$ cat config.mk
export PLATFORM = sky130hd
export DESIGN_NAME = reset_sequencer_flat
export DESIGN_NICKNAME = d
export VERILOG_FILES = /design/src/rtl/reset_sequencer_if.sv /design/src/rtl/reset_sequencer.sv /design/src/flat_wrapper.sv
export SDC_FILE = /design/constraint.sdc
export NUM_CORES = 1
export LEC_CHECK = 0
export ABC_CLOCK_PERIOD_IN_PS = 2800
export CAP_MARGIN = 20
export CORE_MARGIN = 2
export CORE_UTILIZATION = 29
export CTS_CLUSTER_DIAMETER = 50
export DETAILED_ROUTE_END_ITERATION = 10
export PLACE_DENSITY_LB_ADDON = 0.08
export SYNTH_ARGS = -nofsm -noshare
export SYNTH_HDL_FRONTEND = slang
export SYNTH_SLANG_ARGS = --single-unit
$ cat constraint.sdc
create_clock -name clkout -period 2.8 [get_ports clkout]
set_input_delay 0.56 -clock clkout [delete_from_list [all_inputs] [get_ports clkout]]
set_output_delay 0.56 -clock clkout [all_outputs]
set_load 0.02 [all_outputs]
$ cat src/rtl/reset_sequencer_if.sv
// ============================================================================
// Module   : reset_sequencer_if
// Brief    : Reset sources in, per-domain resets and status out, for reset_sequencer.
// Revision : 1.0  initial release
// ============================================================================
`default_nettype none

interface reset_sequencer_if #(
    parameter int NUM_DOMAINS = 4
);
    logic                   btn_n;
    logic                   pll_lock;
    logic                   sw_reset_req;
    logic [NUM_DOMAINS-1:0] domain_resetn;
    logic                   reset_active;
    logic [1:0]             reset_cause;
    logic [7:0]             reset_count;

    // master: the SoC side raising reset sources and observing status
    modport master (
        output btn_n, pll_lock, sw_reset_req,
        input  domain_resetn, reset_active, reset_cause, reset_count
    );

    // slave: the sequencer itself
    modport slave (
        input  btn_n, pll_lock, sw_reset_req,
        output domain_resetn, reset_active, reset_cause, reset_count
    );
endinterface

`default_nettype wire

$ cat src/rtl/reset_sequencer.sv
// ============================================================================
// Module   : reset_sequencer
// Brief    : Merges four reset sources and releases NUM_DOMAINS resets in order.
// Revision : 1.0  initial release
// ============================================================================
`default_nettype none

module reset_sequencer #(
    parameter int NUM_DOMAINS     = 4,
    parameter int STRETCH_CYCLES  = 15,
    parameter int RELEASE_GAP     = 8,
    parameter int DEBOUNCE_CYCLES = 65535,
    parameter int SYNC_STAGES     = 2
) (
    input  wire logic         clkout,
    input  wire logic         ext_reset,
    reset_sequencer_if.slave  bus
);

    localparam int IDX_W   = (NUM_DOMAINS > 1) ? $clog2(NUM_DOMAINS) : 1;
    localparam int CNT_MAX = (STRETCH_CYCLES > RELEASE_GAP) ? STRETCH_CYCLES : RELEASE_GAP;
    localparam int CNT_W   = $clog2(CNT_MAX + 1);
    localparam int DB_W    = $clog2(DEBOUNCE_CYCLES + 1);

    localparam logic [CNT_W-1:0] c_STRETCH_LAST = CNT_W'(STRETCH_CYCLES - 1);
    localparam logic [CNT_W-1:0] c_GAP_LAST     = CNT_W'(RELEASE_GAP - 1);
    localparam logic [DB_W-1:0]  c_DB_LAST      = DB_W'(DEBOUNCE_CYCLES - 1);
    localparam logic [IDX_W:0]   c_LAST_IDX     = (IDX_W + 1)'(NUM_DOMAINS - 1);

    typedef enum logic [1:0] {
        S_HOLD    = 2'd0,
        S_STRETCH = 2'd1,
        S_RELEASE = 2'd2,
        S_RUN     = 2'd3
    } state_t;

    logic [SYNC_STAGES-1:0] r_rst_sync;
    logic [SYNC_STAGES-1:0] r_pll_sync;
    logic [SYNC_STAGES-1:0] r_btn_sync;
    logic [DB_W-1:0]        r_db_cnt;
    logic                   r_btn_db;
    logic                   r_btn_db_d;
    state_t                 r_state;
    logic [CNT_W-1:0]       r_cnt;
    logic [IDX_W-1:0]       r_idx;
    logic [NUM_DOMAINS-1:0] r_domain_resetn;
    logic                   r_reset_active;
    logic [1:0]             r_reset_cause;
    logic [7:0]             r_reset_count;

    logic                   w_rst_n;
    logic                   w_pll_s;
    logic                   w_btn_s;
    logic                   w_pll_ev;
    logic                   w_btn_ev;
    logic                   w_sw_ev;
    logic                   w_any_ev;
    logic [1:0]             w_ev_cause;
    logic [IDX_W:0]         w_next_idx;

    // Assertion reaches the core immediately; only the release is synchronised.
    always_ff @(posedge clkout or negedge ext_reset) begin
        if (!ext_reset) begin
            r_rst_sync <= '0;
        end else begin
            r_rst_sync <= {r_rst_sync[SYNC_STAGES-2:0], 1'b1};
        end
    end

    assign w_rst_n = r_rst_sync[SYNC_STAGES-1];

    always_ff @(posedge clkout or negedge w_rst_n) begin
        if (!w_rst_n) begin
            r_pll_sync <= '0;
            r_btn_sync <= '1;
        end else begin
            r_pll_sync <= {r_pll_sync[SYNC_STAGES-2:0], bus.pll_lock};
            r_btn_sync <= {r_btn_sync[SYNC_STAGES-2:0], bus.btn_n};
        end
    end

    assign w_pll_s = r_pll_sync[SYNC_STAGES-1];
    assign w_btn_s = r_btn_sync[SYNC_STAGES-1];

    // The debounced level flips only after an unbroken run of differing samples.
    always_ff @(posedge clkout or negedge w_rst_n) begin
        if (!w_rst_n) begin
            r_db_cnt   <= '0;
            r_btn_db   <= 1'b1;
            r_btn_db_d <= 1'b1;
        end else begin
            r_btn_db_d <= r_btn_db;
            if (w_btn_s == r_btn_db) begin
                r_db_cnt <= '0;
            end else if (r_db_cnt == c_DB_LAST) begin
                r_btn_db <= w_btn_s;
                r_db_cnt <= '0;
            end else begin
                r_db_cnt <= r_db_cnt + 1'b1;
            end
        end
    end

    assign w_pll_ev   = ~w_pll_s;
    assign w_btn_ev   = r_btn_db_d & ~r_btn_db;
    assign w_sw_ev    = bus.sw_reset_req;
    assign w_any_ev   = w_pll_ev | w_btn_ev | w_sw_ev;
    assign w_next_idx = {1'b0, r_idx} + 1'b1;

    always_comb begin
        w_ev_cause = 2'b11;
        if (w_pll_ev) begin
            w_ev_cause = 2'b10;
        end else if (w_btn_ev) begin
            w_ev_cause = 2'b01;
        end
    end

    always_ff @(posedge clkout or negedge w_rst_n) begin
        if (!w_rst_n) begin
            r_state         <= S_HOLD;
            r_cnt           <= '0;
            r_idx           <= '0;
            r_domain_resetn <= '0;
            r_reset_active  <= 1'b1;
            r_reset_cause   <= 2'b00;
            r_reset_count   <= 8'd0;
        end else if (r_state == S_HOLD) begin
            // A software request while already holding only relabels the cause.
            if (w_sw_ev) begin
                r_reset_cause <= 2'b11;
            end
            if (w_pll_s && r_btn_db) begin
                r_state <= S_STRETCH;
                r_cnt   <= '0;
            end
        end else if (w_any_ev) begin
            r_state         <= S_HOLD;
            r_domain_resetn <= '0;
            r_reset_active  <= 1'b1;
            r_reset_cause   <= w_ev_cause;
            if (r_reset_count != 8'hFF) begin
                r_reset_count <= r_reset_count + 8'd1;
            end
        end else begin
            case (r_state)
                S_STRETCH: begin
                    if (r_cnt == c_STRETCH_LAST) begin
                        r_cnt           <= '0;
                        r_idx           <= '0;
                        r_domain_resetn <= r_domain_resetn | NUM_DOMAINS'(1);
                        if (NUM_DOMAINS == 1) begin
                            r_state        <= S_RUN;
                            r_reset_active <= 1'b0;
                        end else begin
                            r_state <= S_RELEASE;
                        end
                    end else begin
                        r_cnt <= r_cnt + 1'b1;
                    end
                end
                S_RELEASE: begin
                    if (r_cnt == c_GAP_LAST) begin
                        r_cnt           <= '0;
                        r_idx           <= w_next_idx[IDX_W-1:0];
                        r_domain_resetn <= r_domain_resetn | (NUM_DOMAINS'(1) << w_next_idx);
                        if (w_next_idx == c_LAST_IDX) begin
                            r_state        <= S_RUN;
                            r_reset_active <= 1'b0;
                        end
                    end else begin
                        r_cnt <= r_cnt + 1'b1;
                    end
                end
                default: begin
                end
            endcase
        end
    end

    assign bus.domain_resetn = r_domain_resetn;
    assign bus.reset_active  = r_reset_active;
    assign bus.reset_cause   = r_reset_cause;
    assign bus.reset_count   = r_reset_count;

endmodule

`default_nettype wire
$ cat src/flat_wrapper.sv
// flat-port wrapper written by rule: the top's interface ports become plain ports
module reset_sequencer_flat 
#(
    parameter int NUM_DOMAINS     = 4,
    parameter int STRETCH_CYCLES  = 15,
    parameter int RELEASE_GAP     = 8,
    parameter int DEBOUNCE_CYCLES = 65535,
    parameter int SYNC_STAGES     = 2
)
  (clkout, ext_reset, bus_btn_n, bus_pll_lock, bus_sw_reset_req, bus_domain_resetn, bus_reset_active, bus_reset_cause, bus_reset_count);
  reset_sequencer_if #(.NUM_DOMAINS(NUM_DOMAINS)) bus_i ();
  input  wire logic clkout;
  input  wire logic ext_reset;
  input wire logic [$bits(bus_i.btn_n)-1:0] bus_btn_n;
  input wire logic [$bits(bus_i.pll_lock)-1:0] bus_pll_lock;
  input wire logic [$bits(bus_i.sw_reset_req)-1:0] bus_sw_reset_req;
  output wire logic [$bits(bus_i.domain_resetn)-1:0] bus_domain_resetn;
  output wire logic [$bits(bus_i.reset_active)-1:0] bus_reset_active;
  output wire logic [$bits(bus_i.reset_cause)-1:0] bus_reset_cause;
  output wire logic [$bits(bus_i.reset_count)-1:0] bus_reset_count;
  assign bus_i.btn_n = bus_btn_n;
  assign bus_i.pll_lock = bus_pll_lock;
  assign bus_i.sw_reset_req = bus_sw_reset_req;
  assign bus_domain_resetn = bus_i.domain_resetn;
  assign bus_reset_active = bus_i.reset_active;
  assign bus_reset_cause = bus_i.reset_cause;
  assign bus_reset_count = bus_i.reset_count;
  reset_sequencer #(.NUM_DOMAINS(NUM_DOMAINS), .STRETCH_CYCLES(STRETCH_CYCLES), .RELEASE_GAP(RELEASE_GAP), .DEBOUNCE_CYCLES(DEBOUNCE_CYCLES), .SYNC_STAGES(SYNC_STAGES)) u_core (.clkout(clkout), .ext_reset(ext_reset), .bus(bus_i));
endmodule
== After elaboration in Yosys (flattened, before gate mapping) ==
Index checks and enable logic that the tools add are counted.

* Output and inout bits: 15
* Word-level logic and storage cells: 97
* Input bits: 5
* Bits in registers: 47

* Bitwise gates (word level): 9
* Muxes and demuxes: 31
* Add/sub/neg operators: 4
* Shift-type cells: 1
* Reduce and logical (&&, ||, !) cells: 19
* Equal/unequal tests: 19

{| class="wikitable"
|+ Operator list
! kind !! count
|-
| 16-bit two-way mux || 2
|-
| 4-bit two-way mux || 7
|-
| 2-bit two-way mux || 13
|-
| 16-bit by 1-bit adder with 16-bit output, second input constant || 1
|-
| 16-bit equality test, second input constant || 1
|-
| 4-bit one-hot mux with 2 select lines || 2
|-
| 4-bit by 1-bit inequality test with 1-bit output, second input constant || 3
|-
| 4-bit AND reduction || 3
|-
| 5-bit AND reduction || 2
|-
| 2-bit nonzero test || 5
|-
| 8-bit by 1-bit adder with 8-bit output, second input constant || 1
|-
| 8-bit inequality test, second input constant || 1
|-
| 2-bit one-hot mux with 2 select lines || 2
|-
| 2-bit by 1-bit inequality test with 1-bit output, second input constant || 3
|-
| 2-bit inequality test, second input constant || 3
|-
| 3-bit by 1-bit inequality test with 1-bit output, second input constant || 2
|-
| 3-bit AND reduction || 2
|-
| 3-bit nonzero test || 2
|-
| 1-bit two-way mux || 5
|-
| 1-bit inverter || 5
|-
| 4-bit by 1-bit adder with 4-bit output, second input constant || 1
|-
| 4-bit by 3-bit equality test with 1-bit output, second input constant || 1
|-
| 4-bit equality test, second input constant || 1
|-
| 4-bit OR || 1
|-
| 12 further kinds || 14
|}

== Logic depth before layout (Yosys ltp) ==
Gate-level depths: netlist of run 1.

* Depth after elaboration: 7
* Gate-level depth with buffers: 7
* Depth with buffers taken out: 6

== Least setup slack after synthesis of run 1 ==
Ideal clock, no wire load.

* Path type: flip-flop to flip-flop
* Start point: reg u_core.r_state[1]
* End point: reg u_core.r_reset_count[1] (netlist: u_core.bus.reset_count[1])
* Cell stages (with the launch flop): 8
* Arrival time: 1.768 ns
* Slack: 0.908 ns
* Buffers on the path: 1
* Required time: 2.675 ns
* Clock period less this slack: 1.892 ns
* Library setup time: 0.125 ns
* Path through: dfrtp_1 -> inv_1 -> ha_1 -> clkbuf_1 -> inv_1 -> o21ai_1 -> or2_1 -> mux2_2

* Cells in the longest elaborated chain, start to end: 3

{| class="wikitable"
|+ Ends and longest elaborated chain
! item !! line !! text
|-
| from (decl) || reset_sequencer.sv:43 || <nowiki>state_t r_state;</nowiki>
|-
| from (signal assigned) || reset_sequencer.sv:121 || <nowiki>r_state <= S_HOLD;</nowiki>
|-
| from (signal assigned) || reset_sequencer.sv:134 || <nowiki>r_state <= S_STRETCH;</nowiki>
|-
| from (signal assigned) || reset_sequencer.sv:138 || <nowiki>r_state <= S_HOLD;</nowiki>
|-
| 2-bit zero test || reset_sequencer.sv:128 || <nowiki>end else if (r_state == S_HOLD) begin</nowiki>
|-
| 1-bit inverter (no source line) || -- ||
|-
| 3-bit AND reduction (no source line) || -- ||
|-
| to (signal assigned) || reset_sequencer.sv:143 || <nowiki>r_reset_count <= r_reset_count + 8'd1;</nowiki>
|-
| to (decl) || reset_sequencer.sv:49 || <nowiki>logic [7:0] r_reset_count;</nowiki>
|}

No other way between the ends.
A chain may end at the register's enable or synchronous reset.

== Worst setup path in the final report of run 1 ==
* Start point: reg u_core.r_state[0]
* End point: reg u_core.r_reset_count[1] (netlist: u_core.bus.reset_count[1])

The elaborated chain is that of the path after synthesis.

==> results of run 1 <==
[final cells by class]
cell class              instances  area [µm²]
fillers                       796        4980
flip-flops and latches         47        1180
multi-input cells             158        1080
repair buffers                 22         225
well taps                     102         128
clock buffers                   5        68.8
inverters                      11        41.3
clock inverters                 3        20.0
[kinds of logic after synthesis]
kind of cell,count (synthesis)
and+or+nand+nor,93
buffers and inverters,14
AOI/OAI and AO/OA,28
DFF,47
adders and majority gates,12
muxes,3
other,1
xor gates and xnor gates,21
[cell usage in the layout, fill, tap and decap left out, drive strengths merged, types with 5 or more instances in the layout]
cell           count
a21oi              7
clkbuf             5
clkdlybuf4s50     19
dfrtp             42
dfstp              5
ha                12
inv               11
nand2             14
nand3             11
nand4              7
nor2              27
nor4               7
o21ai              6
or2                5
xnor2             12
xor2               9
[metal layers]
metal	GRT usage	vias up	share of wire
li1	-	820	-
met1	0.170	803	0.53
met2	0.172	32	0.43
met3	0.0290	2	0.034
met4	0.0368	0	0.0072
met5	0	-	0
[stage by stage]
step / hold slack [ps] / std cells / power (mW)
final: 138 / 348 / 1.15
after global routing: 159 / 348 / 1.21
after CTS: 359 / 347 / 1.18
after detailed placement: 336 / 339 / 0.749
after global placement: 331 / 339 / 0.749
after floorplan: 264 / 219 / 0.731
[power groups by stage]
stage	Combinational [mW]	Sequential, mW	Clock [mW]
floorplan	0.0147	0.716	0
global placement	0.0245	0.724	0
detailed placement	0.0242	0.724	0
CTS	0.0245	0.711	0.442
global route	0.0420	0.703	0.467
finish	0.0361	0.701	0.413
[flip-flops by register name, summed over array words and instances, names as in the netlist]
name / cells
u_core.r_db_cnt: 16
u_core.bus.reset_count: 8
u_core.bus.domain_resetn: 4
u_core.r_cnt: 4
u_core.bus.reset_cause: 2
u_core.r_btn_sync: 2
u_core.r_idx: 2
u_core.r_pll_sync: 2
u_core.r_rst_sync: 2
u_core.r_state: 2
u_core.bus.reset_active: 1
u_core.r_btn_db: 1
u_core.r_btn_db_d: 1
[worst paths after layout]
check / to / slack (ps) / depth (start not counted)
worst max-delay path: u_core.bus.reset_count[1] / 730 / 7
worst min register to register: u_core.r_db_cnt[9] / 140 / 0
max in group asynchronous: u_core.bus.reset_active / 2120 / 1
worst min-delay path: u_core.r_db_cnt[9] / 140 / 0
min in group clkout: u_core.r_pll_sync[1] / 350 / 0
worst max register to register: u_core.bus.reset_count[1] / 730 / 7
==> reports/qor.txt, run 1 <==
leak pwr -> 1.16 nW
die area -> 0.00873 mm²
CP max stage cell -> dfrtp_1
Net Sw Frac -> 0.238
Clock Latency Late Sink -> 300 ps
#FFs+latches synth -> 47
top cells by count, synth -> dfrtp_1, nor2_1, nand2_1, ha_1, xnor2_1
Routed WL -> 4620 µm
Via density -> 4.76
largest net degree at the start of global routing -> 46
cells after synthesis -> 219
worst setup margin -> 726 ps
mux cell area share after synthesis -> 0.0146
Final nets -> 262
Max Transition Viols Final -> 0
clk slew on worst S/H paths -> 90 ps
Max-Cap Viols -> 0
Post-synth EDFFs -> 0
area share of the leading cell type in the synthesized netlist -> 0.453
Synth Area in Adders -> 0.0647
Port Buffers -> 19
drt pass-1 iters -> 4
boundary pin count -> 20
most common cell in the netlist -> dfrtp_1
number of diodes -> 0
GRT Residual Overflow -> 0
hold buffers post-CTS -> 0
Vias -> 1657
crit start category -> flip-flop
Clock Power Share -> 0.359
Yosys cell types -> 46
most used flip-flop cell after synthesis -> dfrtp_1
Yosys warnings -> 0
Final setup viols -> 0
post-synth top area cell -> dfrtp_1
first-pass GRT wire length -> 8170 µm
Initial DRC Count -> 54
final instance area -> 0.00274 mm²
max frequency -> 482 MHz
Final Wtd Congestion -> 0.757
final hold vios -> 0
Cell Pwr Density -> 419 mW/mm²
critical path, cell by cell -> inv_1, ha_1, inv_1, o21ai_1, buf_4, or2_1, mux2_2
fraction of layout cells with a size suffix above 1 -> 0.102
Clock Skews -> 9.59 ps
RSZ-0062 raised after global routing -> false
Starting Density -> 0.300
Die H -> 93.4 µm
Seq/Total Area, Yosys -> 0.510
CTS Buf Count -> 5
Routed WL per cell -> 13.3 µm
syn_nets -> 236
Crit Path Max Fanout -> 9
worst r2r src -> u_core.r_state[0]
Slew @ Worst Pin -> 551 ps
critical path arrival -> 2270 ps
Max VDD drop -> 0.000207 V
post-CTS setup buffers -> 0
Internal Power -> 877 µW
H-tree levels -> 2
num rows -> 32
Tot GR Track Use -> 0.118
Syn Area/Cell -> 10.6 µm²
post-synthesis simple-gate area fraction -> 0.216
cell area after placement -> 0.00264 mm²
Flop pwr share -> 0.609
fin crit share -> 0.741
TritonCTS clock tree -> yes
die width -> 93.4 µm
post-CTS sizing -> 0
vias in the first global route -> 1688
Mapped Area -> 0.00232 mm²
crit end category -> flip-flop
Gate power share -> 0.031
compound-cell area share of the yosys netlist -> 0.0885
main combinational cell family by area after synthesis -> simple AND/OR/NAND/NOR gates
Hold Crit Class -> reg -> async
Buf+Inv Stages, Crit Path -> 3
CP Data Required Time -> 2990 ps
post-route ant nets -> 0
Core Util, Final -> 0.355
Setup WS pre-CTS -> 554 ps
DR DRC count -> 0
Area contributors post-synth -> dfrtp_1, ha_1, dfstp_2, xnor2_1, nor2_1
switching pwr -> 274 µW
Post-synth ARST share -> 1.00
Core ar. -> 0.00773 mm²
Setup CP Type -> reg -> reg
Post-Synth XOR/XNOR Area -> 0.0793
CTS Root Cell -> clkbuf_8
max incr delay on CP -> 450 ps
status -> complete, no violations
hpwl dp -> 3150 µm
setup_tns -> 0 ps
TritonCTS Sinks -> 47
post-route minimum period -> 2070 ps
worst relative slew slack -> 0.632
most frequent CP cell -> inv_1
clk buf depth -> 2
antenna violations before repair -> 0
CP delay by family, top -> buffers and inverters
synth-to-layout area growth -> 18.3%
crit path from -> u_core.r_state[0]
(Power assumes the default switching activity.)
==> inputs of run 2 (changes only) <==
--- a/config.mk
+++ b/config.mk
@@ -5,7 +5,7 @@
 export SDC_FILE = /design/constraint.sdc
 export NUM_CORES = 1
 export LEC_CHECK = 0
-export ABC_CLOCK_PERIOD_IN_PS = 2800
+export ABC_CLOCK_PERIOD_IN_PS = 1850
 export CAP_MARGIN = 20
 export CORE_MARGIN = 2
 export CORE_UTILIZATION = 29
==> constraint.sdc (replaced) <==
create_clock -name clkout -period 1.85 [get_ports clkout]
set_input_delay 0.37 -clock clkout [delete_from_list [all_inputs] [get_ports clkout]]
set_output_delay 0.37 -clock clkout [all_outputs]
set_load 0.02 [all_outputs]
==> run 2 against run 1 <==
Net effect: sequential share of layout area down 3.2 points; cell count up 6.9%; die area unchanged; cell area up 8.1%; utilization up 2.9 points; clock power up 66%; worst setup slack worse by 640 ps; critical path depth down 5; sequential power up 51%; worst hold slack better by 81 ps; global-route usage up 0.95 points; non-clock buffer count up 24; critical endpoint is now bus_reset_count[2]; largest cell class unchanged; largest power group unchanged; highest routed layer unchanged.
==> reports/qor.txt, run 2 (synthesized netlist as in run 1, its figures left out) <==
first-pass GRT wire length -> 8760 µm
Core ar. -> 0.00773 mm²
final hold vios -> 0
Final setup viols -> 0
post-route minimum period -> 1760 ps
worst setup margin -> 85.9 ps
Setup WS pre-CTS -> -137 ps
fin crit share -> 0.954
hold buffers post-CTS -> 0
Clock Skews -> 6.83 ps
die area -> 0.00873 mm²
cell area after placement -> 0.00283 mm²
Clock Latency Late Sink -> 300 ps
Routed WL -> 4830 µm
Cell Pwr Density -> 611 mW/mm²
die width -> 93.4 µm
Tot GR Track Use -> 0.127
hpwl dp -> 3480 µm
H-tree levels -> 2
Initial DRC Count -> 74
Final Wtd Congestion -> 0.704
final instance area -> 0.00297 mm²
RSZ-0062 raised after global routing -> false
status -> complete, no violations
reg2reg path depth -> 8
num rows -> 32
placed instance count -> 363
Routed WL per cell -> 13.0 µm
Via density -> 4.61
clk buf depth -> 2
number of diodes -> 0
Hold Crit Class -> in -> async
crit end category -> output port
TritonCTS clock tree -> yes
Max VDD drop -> 0.000256 V
Max Transition Viols Final -> 0
Final Non-Filler Cells -> 372
Setup CP Type -> reg -> out
commonest non-fill, non-tap cell in the layout -> dfrtp_1
Max-Cap Viols -> 0
antenna violations before repair -> 0
crit start category -> flip-flop
CP Data Required Time -> 1480 ps
leak pwr -> 1.29 nW
largest net degree at the start of global routing -> 28
max reg flops -> 16
Largest Register -> u_core.r_db_cnt
clk slew on worst S/H paths -> 90 ps
Starting Density -> 0.300
vias in the first global route -> 1792
post-route ant nets -> 0
setup_tns -> 0 ps
CTS Buf Count -> 5
TritonCTS Sinks -> 47
Crit Path Max Fanout -> 5
fraction of layout cells with a size suffix above 1 -> 0.200
GRT Residual Overflow -> 0
max frequency -> 567 MHz
Die H -> 93.4 µm
CTS Root Cell -> clkbuf_8
Final nets -> 286
highest-count cells in the layout ignoring fill and taps -> dfrtp_1, nor2_1, buf_4, clkdlybuf4s50_1, nand2_1
synth-to-layout area growth -> 27.8%
boundary pin count -> 20
Vias -> 1714
DR DRC count -> 0
critical path arrival -> 1390 ps
reg2reg setup slack -> 130 ps
worst r2r src -> u_core.r_state[0]
Port Buffers -> 19
RR Endpoint -> u_core.bus.domain_resetn[1]
drt pass-1 iters -> 4
run 2: critical path, cell delays in order (launching register included):
cell             delay [ps]
dfrtp_1                 350
buf_4                   140
clkdlybuf4s50_1         600
run 2: how the worst max path moves through the flow:
stage                                    startpoint                   endpoint  slack, ps
after floorplan                   u_core.r_state[1]  u_core.bus.reset_count[1]         60
after global placement             bus_sw_reset_req            u_core.r_idx[0]       -120
after detailed placement           bus_sw_reset_req            u_core.r_idx[0]       -140
after CTS                   u_core.bus.reset_active           bus_reset_active         10
after global routing              u_core.r_state[0]            u_core.r_cnt[0]          1
final                     u_core.bus.reset_count[2]         bus_reset_count[2]         90
run 2: through the flow:
stage	power, mW	hold slack [ps]	utilization
3_3_place_gp	1.15	244	0.366
2_1_floorplan	1.11	74.4	-
6_report	1.81	219	0.384
3_5_place_dp	1.15	242	0.366
4_1_cts	1.85	208	0.380
5_1_grt	1.91	209	0.384
run 2: final cells by class:
cell class | count | area [µm²]
timing repair buffer | 46 | 408
multi-input combinational | 158 | 1100
clock buffer | 8 | 100
tap | 102 | 128
sequential | 47 | 1180
fill | 794 | 4760
inverter | 11 | 41.3
run 2: what timing repair did:
| item | in CTS | in global routing |
|---|---|---|
| gates resized for setup | 1 | 7 |
| endpoints found under the setup margin | 1 | 10 |
| pin swaps | 0 | 0 |
| setup buffers | 0 | 1 |
run 2: power breakdown:
part / total [mW] / leakage, nW / switching (mW) / internal [mW]
Sequential: 1.06 / 0.595 / 0.0172 / 1.04
Combinational: 0.0673 / 0.640 / 0.0363 / 0.0310
Clock: 0.685 / 0.0515 / 0.344 / 0.342
run 2: per-layer routing:
metal / GRT usage / vias up / routed length (µm)
met2: 0.186 / 27 / 2130
met4: 0.0404 / 0 / 68
li1: - / 867 / -
met1: 0.185 / 814 / 2470
met5: 0 / - / 0
met3: 0.0282 / 6 / 162
